<file path="src/rtl/opti_sos_out_buf_if.sv">
// Sample/handshake bundle between the last SOS stage, the output buffer and its consumer.
interface opti_sos_out_buf_if #(
  parameter int DEPTH = 4
);
  localparam int LVL_W = $clog2(DEPTH) + 1;

  logic               data_valid_in;
  logic signed [15:0] data_in;
  logic signed [15:0] gain;
  logic               clr_flags;
  logic               out_ready;
  logic               out_valid;
  logic signed [15:0] out_data;
  logic [LVL_W-1:0]   fifo_level;
  logic               overflow;
  logic               sat_flag;

  modport master (
    output data_valid_in, data_in, gain, clr_flags, out_ready,
    input  out_valid, out_data, fifo_level, overflow, sat_flag
  );

  modport slave (
    input  data_valid_in, data_in, gain, clr_flags, out_ready,
    output out_valid, out_data, fifo_level, overflow, sat_flag
  );
endinterface

</file>
<file path="src/rtl/opti_sos_out_buf.sv">
// SOS output buffer: Q2.14 x Q2.14 gain scaling to saturated Q1.15, then a FWFT FIFO.
// Optional build macro OPTI_SOS_ROUND_EN selects round-half-up instead of truncation.
module opti_sos_out_buf #(
  parameter int DEPTH = 4
) (
  input  logic              clk,
  input  logic              rst_n,
  opti_sos_out_buf_if.slave bus
);
  localparam int AW = $clog2(DEPTH);
  localparam int LW = AW + 1;

  function automatic logic signed [31:0] scale_shift(input logic signed [31:0] prod);
    logic signed [31:0] biased;
`ifdef OPTI_SOS_ROUND_EN
    biased = prod + 32'sd4096;
`else
    biased = prod;
`endif
    return biased >>> 13;
  endfunction

  function automatic logic is_sat(input logic signed [31:0] v);
    return (v > 32'sd32767) || (v < -32'sd32768);
  endfunction

  function automatic logic signed [15:0] sat16(input logic signed [31:0] v);
    if (v > 32'sd32767)       return 16'sh7fff;
    else if (v < -32'sd32768) return 16'sh8000;
    else                      return v[15:0];
  endfunction

  logic signed [31:0] prod_c;
  logic signed [31:0] shifted_c;
  logic               sat_evt_c;
  logic               full_c;
  logic               rd_c;
  logic               wr_c;
  logic               out_valid_c;

  logic               s1_valid_q, s1_valid_d;
  logic signed [15:0] s1_data_q, s1_data_d;
  logic signed [15:0] mem_q [DEPTH];
  logic [AW-1:0]      wr_ptr_q, wr_ptr_d;
  logic [AW-1:0]      rd_ptr_q, rd_ptr_d;
  logic [LW-1:0]      level_q, level_d;
  logic               overflow_q, overflow_d;
  logic               sat_q, sat_d;

  always_comb begin
    prod_c     = 32'(bus.data_in) * 32'(bus.gain);
    shifted_c  = scale_shift(prod_c);
    sat_evt_c  = bus.data_valid_in && is_sat(shifted_c);
    s1_valid_d = bus.data_valid_in;
    s1_data_d  = bus.data_valid_in ? sat16(shifted_c) : s1_data_q;

    // A full FIFO still takes the s1 sample when the consumer frees a slot this cycle.
    full_c   = (level_q == LW'(DEPTH));
    rd_c     = (level_q != '0) && bus.out_ready;
    wr_c     = s1_valid_q && (!full_c || rd_c);
    wr_ptr_d = wr_c ? wr_ptr_q + AW'(1) : wr_ptr_q;
    rd_ptr_d = rd_c ? rd_ptr_q + AW'(1) : rd_ptr_q;

    level_d = level_q;
    if (wr_c && !rd_c)      level_d = level_q + LW'(1);
    else if (rd_c && !wr_c) level_d = level_q - LW'(1);

    // Sticky flags: a set event beats a simultaneous clear.
    overflow_d = (s1_valid_q && !wr_c) ? 1'b1 : (bus.clr_flags ? 1'b0 : overflow_q);
    sat_d      = sat_evt_c ? 1'b1 : (bus.clr_flags ? 1'b0 : sat_q);
  end

  always_ff @(posedge clk or negedge rst_n) begin
    if (!rst_n) begin
      s1_valid_q <= 1'b0;
      wr_ptr_q   <= '0;
      rd_ptr_q   <= '0;
      level_q    <= '0;
      overflow_q <= 1'b0;
      sat_q      <= 1'b0;
    end else begin
      s1_valid_q <= s1_valid_d;
      wr_ptr_q   <= wr_ptr_d;
      rd_ptr_q   <= rd_ptr_d;
      level_q    <= level_d;
      overflow_q <= overflow_d;
      sat_q      <= sat_d;
    end
  end

  always_ff @(posedge clk) begin
    s1_data_q <= s1_data_d;
    if (wr_c) mem_q[wr_ptr_q] <= s1_data_q;
  end

  assign out_valid_c    = (level_q != '0);
  assign bus.out_valid  = out_valid_c;
  assign bus.out_data   = out_valid_c ? mem_q[rd_ptr_q] : 16'sh0000;
  assign bus.fifo_level = level_q;
  assign bus.overflow   = overflow_q;
  assign bus.sat_flag   = sat_q;
endmodule

</file>
<file path="src/flat_wrapper.sv">
// flat-port wrapper written by rule: the top's interface ports become plain ports
module opti_sos_out_buf_flat 
#(
  parameter int DEPTH = 4
)
  (clk, rst_n, bus_data_valid_in, bus_data_in, bus_gain, bus_clr_flags, bus_out_ready, bus_out_valid, bus_out_data, bus_fifo_level, bus_overflow, bus_sat_flag);
  opti_sos_out_buf_if #(.DEPTH(DEPTH)) bus_i ();
  input  logic clk;
  input  logic rst_n;
  input wire logic [$bits(bus_i.data_valid_in)-1:0] bus_data_valid_in;
  input wire logic [$bits(bus_i.data_in)-1:0] bus_data_in;
  input wire logic [$bits(bus_i.gain)-1:0] bus_gain;
  input wire logic [$bits(bus_i.clr_flags)-1:0] bus_clr_flags;
  input wire logic [$bits(bus_i.out_ready)-1:0] bus_out_ready;
  output wire logic [$bits(bus_i.out_valid)-1:0] bus_out_valid;
  output wire logic [$bits(bus_i.out_data)-1:0] bus_out_data;
  output wire logic [$bits(bus_i.fifo_level)-1:0] bus_fifo_level;
  output wire logic [$bits(bus_i.overflow)-1:0] bus_overflow;
  output wire logic [$bits(bus_i.sat_flag)-1:0] bus_sat_flag;
  assign bus_i.data_valid_in = bus_data_valid_in;
  assign bus_i.data_in = bus_data_in;
  assign bus_i.gain = bus_gain;
  assign bus_i.clr_flags = bus_clr_flags;
  assign bus_i.out_ready = bus_out_ready;
  assign bus_out_valid = bus_i.out_valid;
  assign bus_out_data = bus_i.out_data;
  assign bus_fifo_level = bus_i.fifo_level;
  assign bus_overflow = bus_i.overflow;
  assign bus_sat_flag = bus_i.sat_flag;
  opti_sos_out_buf #(.DEPTH(DEPTH)) u_core (.clk(clk), .rst_n(rst_n), .bus(bus_i));
endmodule
</file>
<file path="config.mk">
export PLATFORM = sky130hd
export DESIGN_NAME = opti_sos_out_buf_flat
export DESIGN_NICKNAME = d
export VERILOG_FILES = /design/src/rtl/opti_sos_out_buf_if.sv /design/src/rtl/opti_sos_out_buf.sv /design/src/flat_wrapper.sv
export SDC_FILE = /design/constraint.sdc
export NUM_CORES = 1
export LEC_CHECK = 0
export CORE_AREA = 3 3 156 158
export DETAILED_ROUTE_END_ITERATION = 8
export DIE_AREA = 0 0 159 161
export PLACE_DENSITY = 0.79
export SYNTH_ARGS = -nofsm -noshare
export SYNTH_HDL_FRONTEND = slang
export SYNTH_SLANG_ARGS = --single-unit
</file>
<file path="constraint.sdc">
create_clock -name clk -period 2.4 [get_ports clk]
set_input_delay 0.48 -clock clk [delete_from_list [all_inputs] [get_ports clk]]
set_output_delay 0.48 -clock clk [all_outputs]
set_load 0.01 [all_outputs]
</file>
==> results of run 1 <==
## worst min-delay path by stage
stage	startpoint	endpoint	slack, ns	depth (start not counted)
2_1_floorplan	rst_n	u_core.bus.fifo_level[0]	0.18	0
5_1_grt	rst_n	u_core.bus.sat_flag	0.51	1
4_1_cts	rst_n	u_core.bus.sat_flag	0.49	1
3_3_place_gp	u_core.s1_valid_q	u_core.bus.overflow	0.47	1
6_report	rst_n	u_core.bus.sat_flag	0.47	1
3_5_place_dp	u_core.s1_valid_q	u_core.bus.overflow	0.47	1
## final cells by class
| type | instances | area (um^2) | share of cell area, % |
|---|---|---|---|
| Clock buffer | 9 | 225 | 1.30 |
| Clock inverter | 7 | 51.3 | 0.297 |
| Inverter | 296 | 1120 | 6.48 |
| Multi-Input combinational cell | 802 | 9930 | 57.5 |
| Sequential cell | 90 | 2650 | 15.4 |
| Tap cell | 319 | 399 | 2.31 |
| Timing Repair Buffer | 326 | 2890 | 16.7 |
| Timing Repair inverter | 1 | 7.51 | 0.0434 |
## kinds of logic after synthesis
family                     share of synthesized area (%)
xor gates and xnor gates                            2.47
adders and majority gates                           47.9
buffers and inverters                               9.74
and+or+nand+nor                                     12.3
muxes                                               2.90
DFF                                                 20.2
AOI/OAI and AO/OA                                   4.57
## cell usage in the layout (no fill, tap or decap), types with 3 or more instances in the layout
cell	synthesis	layout
inv_1	296	261
fa_1	262	235
buf_4	0	194
and2_1	145	122
nand2_1	130	109
edfxtp_1	80	80
ha_1	84	67
buf_6	2	56
inv_2	0	32
fa_2	0	27
buf_2	1	27
a21o_1	24	24
and2_4	0	23
xnor2_1	23	22
nand2_2	0	18
nor2_1	24	16
mux4_2	16	16
ha_4	0	16
buf_12	0	16
a21oi_1	24	12
xor2_1	11	11
clkbuf_16	0	10
clkdlybuf4s50_1	0	10
a21oi_2	1	9
dfrtp_1	10	9
o21ai_2	2	8
dlygate4sd2_1	0	8
nor2_4	1	6
clkdlybuf4s15_1	0	5
nand2_4	1	4
nor2_2	0	4
o21ai_0	12	4
a2111oi_4	2	4
a21oi_4	0	4
clkinvlp_4	0	3
clkbuf_2	0	3
## routing by layer
metal	routed length (um)	part of all wire (%)
met1	13000	32
met2	20300	51
met3	3330	8.3
met4	3590	8.9
met5	0	0
## metrics by stage
step | hold WS, ns | TNS [ns] | utilization [%] | area [um^2] | worst slack [ns]
6_report | 0.471 | -65.31 | 74.3 | 17300 | -3.89
5_1_grt | 0.513 | -67.49 | 74.3 | 17300 | -4.02
4_1_cts | 0.487 | -61.15 | 72.6 | 16900 | -3.64
3_5_place_dp | 0.474 | -73.52 | 67.1 | 15600 | -4.37
3_3_place_gp | 0.467 | -71.66 | 67.1 | 15600 | -4.25
2_1_floorplan | 0.184 | -58.42 | - | 13500 | -3.50
## sequential cells by signal, indices dropped and copies added (netlist names)
| signal | count |
|---|---|
| u_core.bus.fifo_level | 3 |
| u_core.bus.overflow | 1 |
| u_core.mem_q | 64 |
| u_core.bus.sat_flag | 1 |
| u_core.s1_data_q | 16 |
| u_core.wr_ptr_q | 2 |
| u_core.rd_ptr_q | 2 |
| u_core.s1_valid_q | 1 |
## cell usage after synthesis (2+ instances only)
| master | count | share of area [%] |
|---|---|---|
| ha_1 | 84 | 8.0 |
| o21ai_2 | 2 | 0.13 |
| a21oi_1 | 24 | 0.91 |
| and2_1 | 145 | 6.9 |
| mux4_2 | 16 | 2.7 |
| o2111ai_1 | 2 | 0.13 |
| buf_6 | 2 | 0.17 |
| clkbuf_1 | 37 | 1.1 |
| nand3_1 | 3 | 0.11 |
| nand2_1 | 130 | 3.7 |
| a31oi_1 | 3 | 0.14 |
| xnor2_1 | 23 | 1.5 |
| xor2_1 | 11 | 0.73 |
| dfrtp_1 | 10 | 1.9 |
| o21ai_0 | 12 | 0.46 |
| and3_1 | 4 | 0.19 |
| inv_1 | 296 | 8.4 |
| nor2_1 | 24 | 0.69 |
| a2111oi_4 | 2 | 0.42 |
| fa_1 | 262 | 40 |
| edfxtp_1 | 80 | 18 |
| nand2b_1 | 3 | 0.14 |
| nand4_1 | 2 | 0.095 |
| a21o_1 | 24 | 1.4 |
## worst max-delay path: cells and delay by family
kind,cells,cell delay [ns]
xor+xnor,1,0.41
compound gates,3,0.75
simple gates,5,0.60
buf+inv,8,0.88
fa+ha+maj,7,3.26
## timing repair
item	4_1_cts	5_1_grt
endpoints found under the setup margin	33	28
setup buffers	72	22
gates resized for setup	279	97
pin swaps	117	95
cloned	11	0
==> results.py, run 1 <==
metrics = {
    "outcome": {
        "outcome": "finished, violations left",
        "violations": "negative setup slack",
    },
    "grt": {
        "grt_pass1_wl_um": 58300,
        "antenna_found_initial": 0,
        "grt_use_met3_pct": 4.03,
        "grt_use_met2_pct": 53.7,
        "grt.total_usage_pct": 29.1,
        "met1_usage_pct": 33.2,
        "grt_pass1_vias": 11682,
        "overflow": 0,
        "grt-busiest-layer": "met2",
        "grt_max_degree": 19,
    },
    "detailed_routing": {
        "dr.pass1.iters": 7,
        "num_vias": 10579,
        "drt_iter0_markers": 1014,
        "final_antenna_net_count": 0,
        "wire_per_inst_um": 21.7,
        "viasPerCell": 5.72,
        "totalWireLength_um": 40200,
        "drc": 0,
    },
    "critical_path": {
        "reg2reg_to": "u_core.bus.fifo_level[1]",
        "reg2regPathDepth": 7,
        "crit_end": "u_core.s1_data_q[6]",
        "cp-start-kind": "input pin",
        "path_class": "in2reg",
        "critPathMaxFanout": 8,
        "cp-end-kind": "flop",
        "max_stage_delay_ns": 0.60,
        "r2r_slack_ns": 0.27,
        "cp.arrival_ns": 6.38,
        "crit_chain": "buf_6 -> buf_6 -> buf_4 -> buf_6 -> buf_4 -> nand2_2 -> fa_1 -> inv_2 -> fa_2 -> fa_1 -> fa_1 -> fa_1 -> inv_1 -> fa_1 -> inv_2 -> ha_4 -> and4_4 -> nand2_1 -> nor2_1 -> a2111oi_4 -> o21ai_2 -> xnor2_4 -> nor2_4 -> a21o_1",
        "cpMaxStageDelayCell": "fa_1",
        "reg2reg_from": "u_core.bus.fifo_level[1]",
        "required_ns": 2.49,
        "startpoint": "bus_data_in[6]",
        "critPathMostFrequentCell": "fa_1",
    },
    "layout": {
        "fillCellCount": 1357,
        "fin_cells": 1850,
        "drive_above_1_share_pct": 33.5,
        "diodes": 0,
        "final_nets": 1909,
        "area_delta_synth_final_pct": 31.4,
    },
    "run": {
        "max-cap-violations": 0,
    },
    "synthesis": {
        "netlist_area_mm2": 0.0132,
        "postSynth.asyncResetShare_pct": 11.1,
        "syn_inst": 1227,
        "yosysSeqAreaShare_pct": 20.2,
        "synth_edf_count": 80,
        "synth.net_count": 1610,
        "ys_types": 50,
        "ys_warn_count": 0,
        "avgSynthCellArea_um2": 10.7,
        "synth_top_flop_cell": "edfxtp_1",
        "synth_seq_cells": 90,
    },
    "sta": {
        "setup_ws_ns": -3.89,
        "drv_slew": 0,
        "fin_crit_ns": 6.29,
        "clock.fmax_mhz": 159,
        "period_share_pct": 262,
        "worstMarginPinSlew_ns": 0.565,
        "hold_violations": 0,
        "clock_skew_ns": 0.0104,
        "rsz0062_at_grt": "true",
        "relSlewSlack_pct": 62.1,
        "setup_viol": 17,
    },
    "floorplan": {
        "die_w_um": 159,
        "core_mm2": 0.0233,
        "dieArea_mm2": 0.0256,
        "start_util_pct": 56.5,
        "placementRows": 56,
        "fp.dieH_um": 161,
        "ioPinCount": 59,
    },
    "hold_path": {
        "hp-class": "in2async",
    },
    "clocking": {
        "numCtsBuffers": 9,
        "htreeDepth": 3,
        "cts.sinks": 90,
        "cts_tree": "built",
        "postCtsHoldBufs": 0,
        "cts_buffer_depth": 2,
        "insertion_delay_ns": 0.34,
        "ctsRootBufferMaster": "clkbuf_16",
        "clk_pin_slew_ns": 0.07,
    },
    "placed_design": {
        "dpl.cell_count": 1733,
        "port_buffers": 58,
        "dp_hpwl_um": 24600,
        "gp_congestion": 0.881,
    },
}
Power of run 1 is not shown: default switching activity piles up to over one toggle a cycle in this logic, so the estimate is an artifact.
==> run 2: changes to the inputs <==
--- a/config.mk
+++ b/config.mk
@@ -5,10 +5,12 @@
 export SDC_FILE = /design/constraint.sdc
 export NUM_CORES = 1
 export LEC_CHECK = 0
-export CORE_AREA = 3 3 156 158
+export CELL_PAD_IN_SITES_DETAIL_PLACEMENT = 0
+export CELL_PAD_IN_SITES_GLOBAL_PLACEMENT = 2
+export CORE_AREA = 3 3 191 193
 export DETAILED_ROUTE_END_ITERATION = 8
-export DIE_AREA = 0 0 159 161
-export PLACE_DENSITY = 0.79
+export DIE_AREA = 0 0 194 196
+export PLACE_DENSITY = 0.78
 export SYNTH_ARGS = -nofsm -noshare
 export SYNTH_HDL_FRONTEND = slang
 export SYNTH_SLANG_ARGS = --single-unit
==> run 2 against run 1 <==
  * The flow still finishes with violations (negative setup slack)
  * Setup slack improved by 0.21 ns
  * Clock-buffer cell count rose by 1
  * Largest cell class unchanged
  * Fmax grew 3.5%
  * Critical path type unchanged
  * Highest routed layer unchanged
  * First-iteration DRC count shrank 63%
  * Flip-flop and latch count stayed put
  * Hold slack improved by 0.0014 ns
==> results.py, run 2 (synthesis results as in run 1) <==
metrics = {
    "clocking": {
        "postCtsHoldBufs": 0,
        "insertion_delay_ns": 0.34,
        "cts.sinks": 90,
        "clk_pin_slew_ns": 0.06,
        "numCtsBuffers": 9,
        "ctsRootBufferMaster": "clkbuf_16",
        "cts_tree": "built",
        "cts_buffer_depth": 2,
        "htreeDepth": 3,
    },
    "grt": {
        "antenna_found_initial": 0,
        "overflow": 0,
        "grt_pass1_wl_um": 54400,
        "grt_pass1_vias": 10393,
        "grt.total_usage_pct": 18.0,
        "grt_max_degree": 19,
    },
    "layout": {
        "stdcell_area_mm2": 0.0177,
        "diodes": 0,
        "final_nets": 1895,
        "area_delta_synth_final_pct": 34.5,
        "largest_register_ff_count": 64,
        "fillCellCount": 3127,
        "drive_above_1_share_pct": 32.3,
        "largest_register": "u_core.mem_q",
        "final_common_cell": "inv_1",
        "mostFrequentLayoutCells": "inv_1, fa_1, buf_4, and2_1, nand2_1",
    },
    "detailed_routing": {
        "dr.max_layer_used": "met4",
        "wire_per_inst_um": 16.7,
        "met3_wirelength_um": 1060,
        "totalWireLength_um": 32900,
        "num_vias": 9269,
        "met1_length_um": 13600,
        "drt_iter0_markers": 379,
        "viasPerCell": 4.70,
        "dr.pass1.iters": 4,
        "wl_met2_um": 17800,
        "drc": 0,
        "final_antenna_net_count": 0,
    },
    "critical_path": {
        "reg2regPathDepth": 7,
        "cp-start-kind": "input pin",
        "reg2reg_to": "u_core.bus.fifo_level[1]",
        "path_class": "in2reg",
        "critPathMaxFanout": 5,
        "required_ns": 2.61,
        "r2r_slack_ns": 0.37,
        "startpoint": "bus_gain[2]",
        "cp.arrival_ns": 6.28,
        "reg2reg_from": "u_core.bus.fifo_level[0]",
        "crit_end": "u_core.bus.sat_flag",
        "cp-end-kind": "flop",
    },
    "sta": {
        "worstMarginPinSlew_ns": 0.703,
        "holdWs_ns": 0.472,
        "relSlewSlack_pct": 52.8,
        "fin_setup_tns_ns": -61.16,
        "clock.fmax_mhz": 165,
        "drv_slew": 0,
        "hold_violations": 0,
        "period_share_pct": 253,
        "rsz0062_at_grt": "true",
        "setup_ws_ns": -3.67,
        "fin_crit_ns": 6.07,
        "setup_viol": 17,
        "clock_skew_ns": 0.00858,
    },
    "placed_design": {
        "port_buffers": 58,
        "dp_hpwl_um": 25400,
        "placed_area_mm2": 0.0159,
        "gp_congestion": 0.821,
    },
    "outcome": {
        "violations": "negative setup slack",
        "outcome": "finished, violations left",
    },
    "hold_path": {
        "hp-class": "in2async",
    },
    "floorplan": {
        "ioPinCount": 59,
        "die_w_um": 194,
        "start_util_pct": 37.9,
        "dieArea_mm2": 0.0380,
        "fp.dieH_um": 196,
        "core_mm2": 0.0347,
        "placementRows": 68,
    },
    "run": {
        "max-cap-violations": 0,
    },
}
## run 2: repair_timing
item	in CTS	in global routing
gates cloned	13	3
setup buffers	48	28
pin swaps	88	54
resized for setup	281	110
endpoints found under the setup margin	33	33
## run 2: worst min-delay path by stage
stage	endpoint	cells past startpoint	slack [ns]
2_1_floorplan	u_core.bus.fifo_level[0]	0	0.18
3_3_place_gp	u_core.bus.overflow	1	0.47
3_5_place_dp	u_core.bus.overflow	1	0.48
4_1_cts	u_core.bus.fifo_level[2]	1	0.49
5_1_grt	u_core.bus.overflow	1	0.51
6_report	u_core.rd_ptr_q[1]	1	0.47
## run 2: routing by layer
layer / up-vias / track usage, %
met5: - / 0
met4: 0 / 2.79
met3: 28 / 1.80
met2: 125 / 33.6
met1: 4830 / 23.1
li1: 4286 / -
## run 2: through the flow
step           setup WS [ns]  utilization (%)  cells
2_1_floorplan          -3.50                -   1227
3_3_place_gp           -4.47             45.8   1869
3_5_place_dp           -4.51             45.8   1869
4_1_cts                -3.65             49.6   1945
5_1_grt                -3.84             51.0   1972
6_report               -3.67             51.0   1972
## run 2: critical path, stage by stage
cell and delay (ns):
buf_2 0.14, bufbuf_16 0.27, and2_1 0.17, fa_1 0.53, inv_1 0.06, fa_2 0.52
fa_1 0.43, inv_2 0.07, fa_2 0.45, fa_1 0.49, inv_1 0.05, fa_1 0.49
inv_2 0.05, ha_4 0.28, and4_4 0.23, and3_4 0.24, nand2_4 0.08, o2111ai_4 0.22
a21oi_2 0.11, xnor2_1 0.26, nand3_4 0.17, and3_4 0.23, a221o_1 0.26
## run 2: layout make-up
| cell class | instances | area (um^2) | share of cell area (%) |
|---|---|---|---|
| repair buffers | 314 | 3080 | 17.4 |
| inverters | 296 | 1120 | 6.31 |
| clock buffers | 10 | 229 | 1.29 |
| multi-input cells | 801 | 10000 | 56.5 |
| well taps | 455 | 569 | 3.22 |
| flip-flops and latches | 90 | 2660 | 15.0 |
| clock inverters | 6 | 42.5 | 0.241 |
Power of run 2 is left out for the same reason.
==> run 3: changes to the inputs <==
--- a/config.mk
+++ b/config.mk
@@ -7,9 +7,9 @@
 export LEC_CHECK = 0
 export CELL_PAD_IN_SITES_DETAIL_PLACEMENT = 0
 export CELL_PAD_IN_SITES_GLOBAL_PLACEMENT = 2
-export CORE_AREA = 3 3 191 193
+export CORE_AREA = 4 4 192 194
 export DETAILED_ROUTE_END_ITERATION = 8
-export DIE_AREA = 0 0 194 196
+export DIE_AREA = 0 0 196 198
 export PLACE_DENSITY = 0.78
 export SYNTH_ARGS = -nofsm -noshare
 export SYNTH_HDL_FRONTEND = slang
==> run 3 against run 2 <==
  * Utilization down 1.1 points
  * Fmax rose by 0.86%
  * Cell count increased by 0.51%
  * Register-to-register slack got worse by 0.05 ns
  * Non-clock buffer count up 4
  * Highest routed layer unchanged
  * Setup slack better by 0.051 ns
  * The run still ends with negative setup slack left
  * First-iteration DRC count shrank 19%
  * Flip-flop and latch count stayed put
==> results.py, run 3 (synthesis results as in run 1) <==
metrics = {
    "outcome": {
        "outcome": "finished, violations left",
        "violations": "negative setup slack",
    },
    "clocking": {
        "insertion_delay_ns": 0.34,
        "htreeDepth": 3,
        "ctsRootBufferMaster": "clkbuf_16",
        "numCtsBuffers": 9,
        "cts_tree": "built",
        "postCtsHoldBufs": 0,
        "cts_buffer_depth": 2,
        "cts.sinks": 90,
        "clk_pin_slew_ns": 0.06,
    },
    "sta": {
        "hold_violations": 0,
        "worstMarginPinSlew_ns": 0.575,
        "rsz0062_at_grt": "true",
        "fin_setup_tns_ns": -60.84,
        "setup_ws_ns": -3.62,
        "setup_viol": 17,
        "period_share_pct": 251,
        "drv_slew": 0,
        "fin_crit_ns": 6.02,
        "holdWs_ns": 0.503,
        "clock.fmax_mhz": 166,
        "clock_skew_ns": 0.00682,
        "relSlewSlack_pct": 61.5,
    },
    "layout": {
        "fin_util_pct": 49.8,
        "final_nets": 1899,
        "drive_above_1_share_pct": 32.9,
        "largest_register_ff_count": 64,
        "largest_register": "u_core.mem_q",
        "final_common_cell": "inv_1",
        "mostFrequentLayoutCells": "inv_1, fa_1, buf_4, nand2_1, and2_1",
        "diodes": 0,
        "area_delta_synth_final_pct": 33.4,
    },
    "grt": {
        "grt.total_usage_pct": 17.6,
        "grt_max_degree": 19,
        "overflow": 0,
        "grt_pass1_vias": 10420,
        "grt_pass1_wl_um": 53900,
        "antenna_found_initial": 0,
    },
    "floorplan": {
        "start_util_pct": 37.3,
        "fp.dieH_um": 198,
        "placementRows": 69,
        "dieArea_mm2": 0.0388,
        "core_mm2": 0.0352,
        "die_w_um": 196,
        "ioPinCount": 59,
    },
    "detailed_routing": {
        "final_antenna_net_count": 0,
        "totalWireLength_um": 32500,
        "dr.pass1.iters": 4,
        "viasPerCell": 4.67,
        "num_vias": 9250,
        "drt_iter0_markers": 306,
        "wire_per_inst_um": 16.4,
        "drc": 0,
    },
    "critical_path": {
        "cp-end-kind": "flop",
        "path_class": "in2reg",
        "r2r_slack_ns": 0.32,
        "required_ns": 2.62,
        "cp-start-kind": "input pin",
        "critPathMaxFanout": 16,
        "cp.arrival_ns": 6.24,
    },
    "placed_design": {
        "dp_hpwl_um": 25100,
        "pre_cts_ws_ns": -4.45,
        "port_buffers": 58,
        "gp_congestion": 0.827,
    },
    "hold_path": {
        "hp-class": "reg2reg",
    },
    "run": {
        "max-cap-violations": 0,
    },
}
run 3: changes by cell type in the layout (fill, tap and decap cells not counted), sizes merged:
cell | before | now
buf | 277 | 286
clkbuf | 27 | 25
clkdlybuf4s15 | 3 | 1
bufbuf | 3 | 2
bufinv | 0 | 1
clkinv | 4 | 5
clkinvlp | 1 | 0
dlygate4sd2 | 2 | 1
run 3: repair_timing:
| action | CTS | global route |
|---|---|---|
| endpoints found under the setup margin | 33 | 34 |
| cloned | 13 | 2 |
| setup buffers | 66 | 23 |
| pin swaps | 70 | 100 |
| resized for setup | 229 | 158 |
| hold endpoints to repair | 0 | 0 |
run 3: path summary, 6_finish.rpt:
path | start | to | cells after the start
setup / recovery | bus_data_in[6] | u_core.bus.sat_flag | 24
hold / removal | u_core.s1_data_q[14] | u_core.mem_q[0][14] | 0
setup reg to reg | u_core.bus.fifo_level[2] | u_core.bus.fifo_level[2] | 9
hold reg to reg | u_core.s1_data_q[14] | u_core.mem_q[0][14] | 0
max in group asynchronous | rst_n | u_core.bus.overflow | 1
min in group asynchronous | rst_n | u_core.bus.sat_flag | 1
run 3: final cells by class:
class                      instances  area (um^2)
clock inverter                     7         67.6
tap                              461          577
multi-input combinational        801         9790
fill                            3236        17700
timing repair buffer             318         3120
clock buffer                       9          225
sequential                        90         2650
inverter                         296         1110
run 3: critical path, stage by stage:
cell       delay, ns
buf_2           0.12
buf_6           0.14
buf_6           0.11
nand2_1         0.07
fa_1            0.53
inv_1           0.05
fa_1            0.50
fa_1            0.56
fa_2            0.46
fa_1            0.49
inv_1           0.05
fa_1            0.52
inv_2           0.05
ha_4            0.25
a21oi_2         0.15
o21ai_2         0.10
a31oi_4         0.18
nor2_4          0.07
a2111oi_4       0.38
o21ai_2         0.15
xnor2_4         0.30
nor2_4          0.06
buf_12          0.15
a221o_1         0.29
run 3: stage by stage:
stage | instances | instance area [um^2]
final | 1982 | 17500
after global routing | 1982 | 17500
after CTS | 1967 | 17300
after detailed placement | 1876 | 16000
after global placement | 1876 | 16000
after floorplan | 1227 | 13500
run 3: layer usage:
| metal | track usage [%] | routed length [um] | share of wire (%) |
|---|---|---|---|
| met1 | 22.9 | 13700 | 42 |
| met2 | 32.3 | 17300 | 53 |
| met3 | 1.94 | 929 | 2.9 |
| met4 | 3.31 | 557 | 1.7 |
| met5 | 0 | 0 | 0 |
Power of run 3 is left out for the same reason.
